**config.mk**
```make
export PLATFORM = sky130hd
export DESIGN_NAME = fifo_pop_agent
export DESIGN_NICKNAME = d
export VERILOG_FILES = /design/src/rtl/fifo_pop_agent.sv
export SDC_FILE = /design/constraint.sdc
export NUM_CORES = 1
export LEC_CHECK = 0
export BUFFER_PORTS_ARGS = -buffer_cell sky130_fd_sc_hd__buf_2
export CORE_AREA = 2 2 63 65
export CTS_CLUSTER_SIZE = 40
export DETAILED_ROUTE_END_ITERATION = 8
export DIE_AREA = 0 0 65 67
export PLACE_DENSITY = 0.84
export SLEW_MARGIN = 25
export SYNTH_ARGS = -nofsm -noshare
export SYNTH_HDL_FRONTEND = slang
export SYNTH_SLANG_ARGS = --single-unit
export TNS_END_PERCENT = 5
```
**constraint.sdc**
```tcl
create_clock -name clk -period 2.8 [get_ports clk]
set_input_delay 0.14 -clock clk [delete_from_list [all_inputs] [get_ports clk]]
set_output_delay 0.14 -clock clk [all_outputs]
set_load 0.005 [all_outputs]
```
**src/rtl/fifo_pop_agent.sv**
```systemverilog
// fifo_pop_agent: drains a FIFO through a pop_req/pop_ack handshake and
// forwards each word downstream through a 2-entry valid/ready buffer.
// A watchdog flags requests left unacknowledged for too long.
module fifo_pop_agent #(
  parameter int WIDTH       = 8,
  parameter int STALL_LIMIT = 16,
  parameter int CNT_W       = 16
) (
  input  logic             clk,
  input  logic             reset,
  input  logic             enable,
  input  logic             empty,
  output logic             pop_req,
  input  logic             pop_ack,
  input  logic [WIDTH-1:0] data_out,
  output logic             m_valid,
  input  logic             m_ready,
  output logic [WIDTH-1:0] m_data,
  output logic [CNT_W-1:0] pop_count,
  output logic             stall_err,
  output logic             busy
);

  localparam int WAIT_W = $clog2(STALL_LIMIT + 1);

  typedef enum logic [1:0] {
    ST_IDLE = 2'd0,
    ST_REQ  = 2'd1,
    ST_CAPT = 2'd2
  } state_t;

  state_t             r_state;
  state_t             w_state_nxt;
  logic               r_pop_req;
  logic [WIDTH-1:0]   r_buf [2];
  logic               r_wr_ptr;
  logic               r_rd_ptr;
  logic [1:0]         r_buf_cnt;
  logic [WAIT_W-1:0]  r_wait_cnt;
  logic               r_stall_err;
  logic [CNT_W-1:0]   r_pop_count;
  logic               w_pop_hsk;
  logic               w_buf_wr;
  logic               w_buf_rd;
  logic               w_enter_req;

  assign w_pop_hsk   = r_pop_req && pop_ack;
  assign w_buf_wr    = (r_state == ST_CAPT);
  assign w_buf_rd    = m_valid && m_ready;
  assign w_enter_req = (r_state != ST_REQ) && (w_state_nxt == ST_REQ);

  assign pop_req   = r_pop_req;
  assign m_valid   = (r_buf_cnt != 2'd0);
  // Gate the head with valid so stale storage never shows after reset.
  assign m_data    = m_valid ? r_buf[r_rd_ptr] : '0;
  assign pop_count = r_pop_count;
  assign stall_err = r_stall_err;
  assign busy      = (r_state != ST_IDLE) || (r_buf_cnt != 2'd0);

  // Next-state decode; a request, once raised, is held until acknowledged.
  always_comb begin
    w_state_nxt = r_state;
    case (r_state)
      ST_IDLE: if (enable && !empty && (r_buf_cnt < 2'd2)) w_state_nxt = ST_REQ;
      ST_REQ:  if (pop_ack) w_state_nxt = ST_CAPT;
      ST_CAPT: w_state_nxt = ST_IDLE;
      default: w_state_nxt = ST_IDLE;
    endcase
  end

  // State register, registered pop_req, buffer bookkeeping, watchdog and counter.
  always_ff @(posedge clk) begin
    if (reset) begin
      r_state     <= ST_IDLE;
      r_pop_req   <= 1'b0;
      r_wr_ptr    <= 1'b0;
      r_rd_ptr    <= 1'b0;
      r_buf_cnt   <= 2'd0;
      r_wait_cnt  <= '0;
      r_stall_err <= 1'b0;
      r_pop_count <= '0;
    end else begin
      r_state   <= w_state_nxt;
      r_pop_req <= (w_state_nxt == ST_REQ);

      if (w_buf_wr) r_wr_ptr <= ~r_wr_ptr;
      if (w_buf_rd) r_rd_ptr <= ~r_rd_ptr;
      case ({w_buf_wr, w_buf_rd})
        2'b10:   r_buf_cnt <= r_buf_cnt + 2'd1;
        2'b01:   r_buf_cnt <= r_buf_cnt - 2'd1;
        default: r_buf_cnt <= r_buf_cnt;
      endcase

      if (w_enter_req) begin
        r_wait_cnt <= '0;
      end else if ((r_state == ST_REQ) && !pop_ack) begin
        if (r_wait_cnt != WAIT_W'(STALL_LIMIT)) r_wait_cnt <= r_wait_cnt + 1'b1;
        if (r_wait_cnt == WAIT_W'(STALL_LIMIT - 1)) r_stall_err <= 1'b1;
      end

      if (w_pop_hsk && (r_pop_count != '1)) r_pop_count <= r_pop_count + 1'b1;
    end
  end

  // Buffer storage: capture FIFO read data at the tail during CAPT.
  always_ff @(posedge clk) begin
    if (w_buf_wr) r_buf[r_wr_ptr] <= data_out;
  end

endmodule

```
==> results.cfg <==
[outcome]
status = completed

[layout]
drive_gt1_share_pct = 25.73
post-route-util_pct = 66.17
fillCellCount = 295
nets = 259
area_growth_syn_to_layout_pct = 16.21
n_antenna_cell = 0

[clock_network]
cts_resized = 0
htree_levels = 2
postCtsHoldBufs = 0
cts_buffers = 5
clockBufferDepth = 2
cts.sinks = 46
clk_latency_ns = 0.30
cts.reportedPaths.clkPinSlew_ns = 0.09
cts_tree = yes
root_buffer = clkbuf_8
postCtsSetupRepairBufs = 0

[job]
maxCapViolCount = 0

[yosys]
synth_area_um2 = 2053
synth_compound_area_share_pct = 3.230
synth_common_cells = nor2_1 (43), dfxtp_1 (30), edfxtp_1 (16)
synthAdderAreaFrac_pct = 3.047
synth_flop_cell = dfxtp_1
ys_async_sr_fraction_pct = 0
netlist.area_leader.share_pct = 29.25
synth_top_cell_by_area = dfxtp_1
syn_avg_cell_area_um2 = 10.48
synthCells = 196
synth.most_common_cell = nor2_1
synth.mux.area_fraction_pct = 6.094
yosysWarnings = 0
synth-seq-cells = 46
synth_top_family_by_area = simple AND/OR/NAND/NOR gates
ys_top_cells_by_area = dfxtp_1 (29%), edfxtp_1 (23%), nor2_1 (7.9%)
yosys.area_share.simple_pct = 24.74
synth_edf_count = 16
ys_seq_area_share_pct = 52.65
synth_cell_types = 37
synth_nets = 215
synth_xor_xnor_area_share_pct = 7.678

[setup_path]
worst-setup-path-type = register to register
crit_fanout = 7
critPathLaunchType = register
cp.required_ns = 2.99
end_kind = register
arrival_ns = 2.12

[route]
routed_via_density = 5.190
ant_nets = 0
dr_total_vias = 1500
wl_per_cell_um = 12.09
drc = 0
wl_mm = 3.493
drtIter0Drc = 52
dr.pass1.iters = 4

[timing]
setup-tns-final_ns = 0
fin_skew_ns = 0.003969
rsz0062_at_grt = no
hold_viol = 0
fmax_mhz = 517.5
worst_pin_slew_ns = 0.6483
fin_crit_ns = 1.932
drv_slew = 0
maxSlewHeadroom_pct = 56.62
setup-violations-final = 0
post-route-period-util_pct = 69.02

[global_routing]
grt_start_max_net_pins = 28
grt_overflow_total = 0
grtUsageTotal_pct = 17.25
grt_pass1_vias = 1326
grt_pass1_wl_mm = 5.720
grt_antenna_before_repair = 0

[power]
finalPower_mw = 1.199
power_density_nw_per_um2 = 502.6
p_leak_nw = 0.9369
vdd_drop_max_mv = 0.3123

[placed_design]
place.gp.congestion = 0.7750
io_buffers = 41
hpwl_mm = 2.542

[die]
io_pins = 42
num_rows = 22
die_h_um = 67
die_area_um2 = 4355
die_x_um = 65
start_util_pct = 56.94
core_area_um2 = 3606

[worst_hold_path]
hold_class = primary input to register
area by class of cell:
cell class / count / area [um2] / area share (%)
Timing Repair Buffer: 42 / 212.7 / 8.915
Clock inverter: 3 / 25.02 / 1.049
Multi-Input combinational cell: 140 / 919.6 / 38.54
Tap cell: 48 / 60.06 / 2.517
Clock buffer: 5 / 68.82 / 2.884
Sequential cell: 46 / 1081 / 45.31
Inverter: 5 / 18.77 / 0.7866
cell families (layout without fill, tap and decap cells):
group,Yosys count,count (layout)
simple gates,94,94
flops,46,46
xor+xnor,18,18
mux,12,12
compound gates,11,11
buf+inv,10,55
fa+ha+maj,5,5
flip-flops by register name, indices dropped and copies added (netlist names), named ones only:
name	flops
stall_err	1
r_rd_ptr	1
r_state	2
pop_req	1
r_wr_ptr	1
pop_count	16
r_buf	16
r_wait_cnt	5
r_buf_cnt	2
report_power, final:
group	internal (mW)	switching [mW]	total, mW
Sequential	0.699	0.0106	0.710
Combinational	0.0373	0.0421	0.0794
Clock	0.180	0.230	0.410
Total	0.917	0.283	1.20
path summary, 6_finish.rpt:
path,startpoint,endpoint,slack [ns],cells past startpoint
worst max register to register,pop_count[0],pop_count[7],0.87,6
worst max-delay path,pop_count[0],pop_count[7],0.87,6
worst min register to register,r_state[0],r_state[1],0.48,2
worst min-delay path,data_out[1],r_buf[1][1],0.03,1
layer usage:
layer / routed length (um) / vias up / part of all wire (%) / track usage (%)
li1: - / 771 / - / -
met3: 127 / 7 / 3.6 / 3.547
met1: 1565 / 687 / 45 / 20.84
met5: 0 / - / 0 / 0
met2: 1746 / 35 / 50 / 29.77
met4: 54 / 0 / 1.5 / 7.447
placed cells by master (no fill, tap or decap), types with 2 or more instances in the layout:
cell      count
nor2_1       43
buf_2        41
dfxtp_1      30
edfxtp_1     16
xnor2_1      15
mux2i_1      11
nand2_1       9
nand3_1       7
nor3_1        7
inv_1         5
ha_1          5
clkbuf_8      5
o21ai_0       4
nand4_1       3
nor4_1        3
a21oi_1       3
xor2_1        3
a211oi_1      3
nor2b_1       2
nand2b_1      2
and4_1        2
and3_2        2
nand4_2       2
nor3_2        2
critical path, stage by stage, from the launching register on:
cell	delay (ns)
dfxtp_1	0.42
ha_1	0.26
nand4_2	0.17
nor4_4	0.48
nor3_2	0.11
nand3_2	0.10
mux2_4	0.29
per-stage QoR:
stage	setup WS [ns]	cells	cell area, um2	hold WS, ns
final	0.8676	289	2386	0.02631
after global routing	0.7608	289	2386	0.01687
after CTS	0.8754	289	2386	0.01976
after detailed placement	0.8960	281	2292	0.3316
after global placement	0.9916	281	2292	0.3290
after floorplan	1.042	196	2053	0.2389
(Power assumes the default switching activity.)
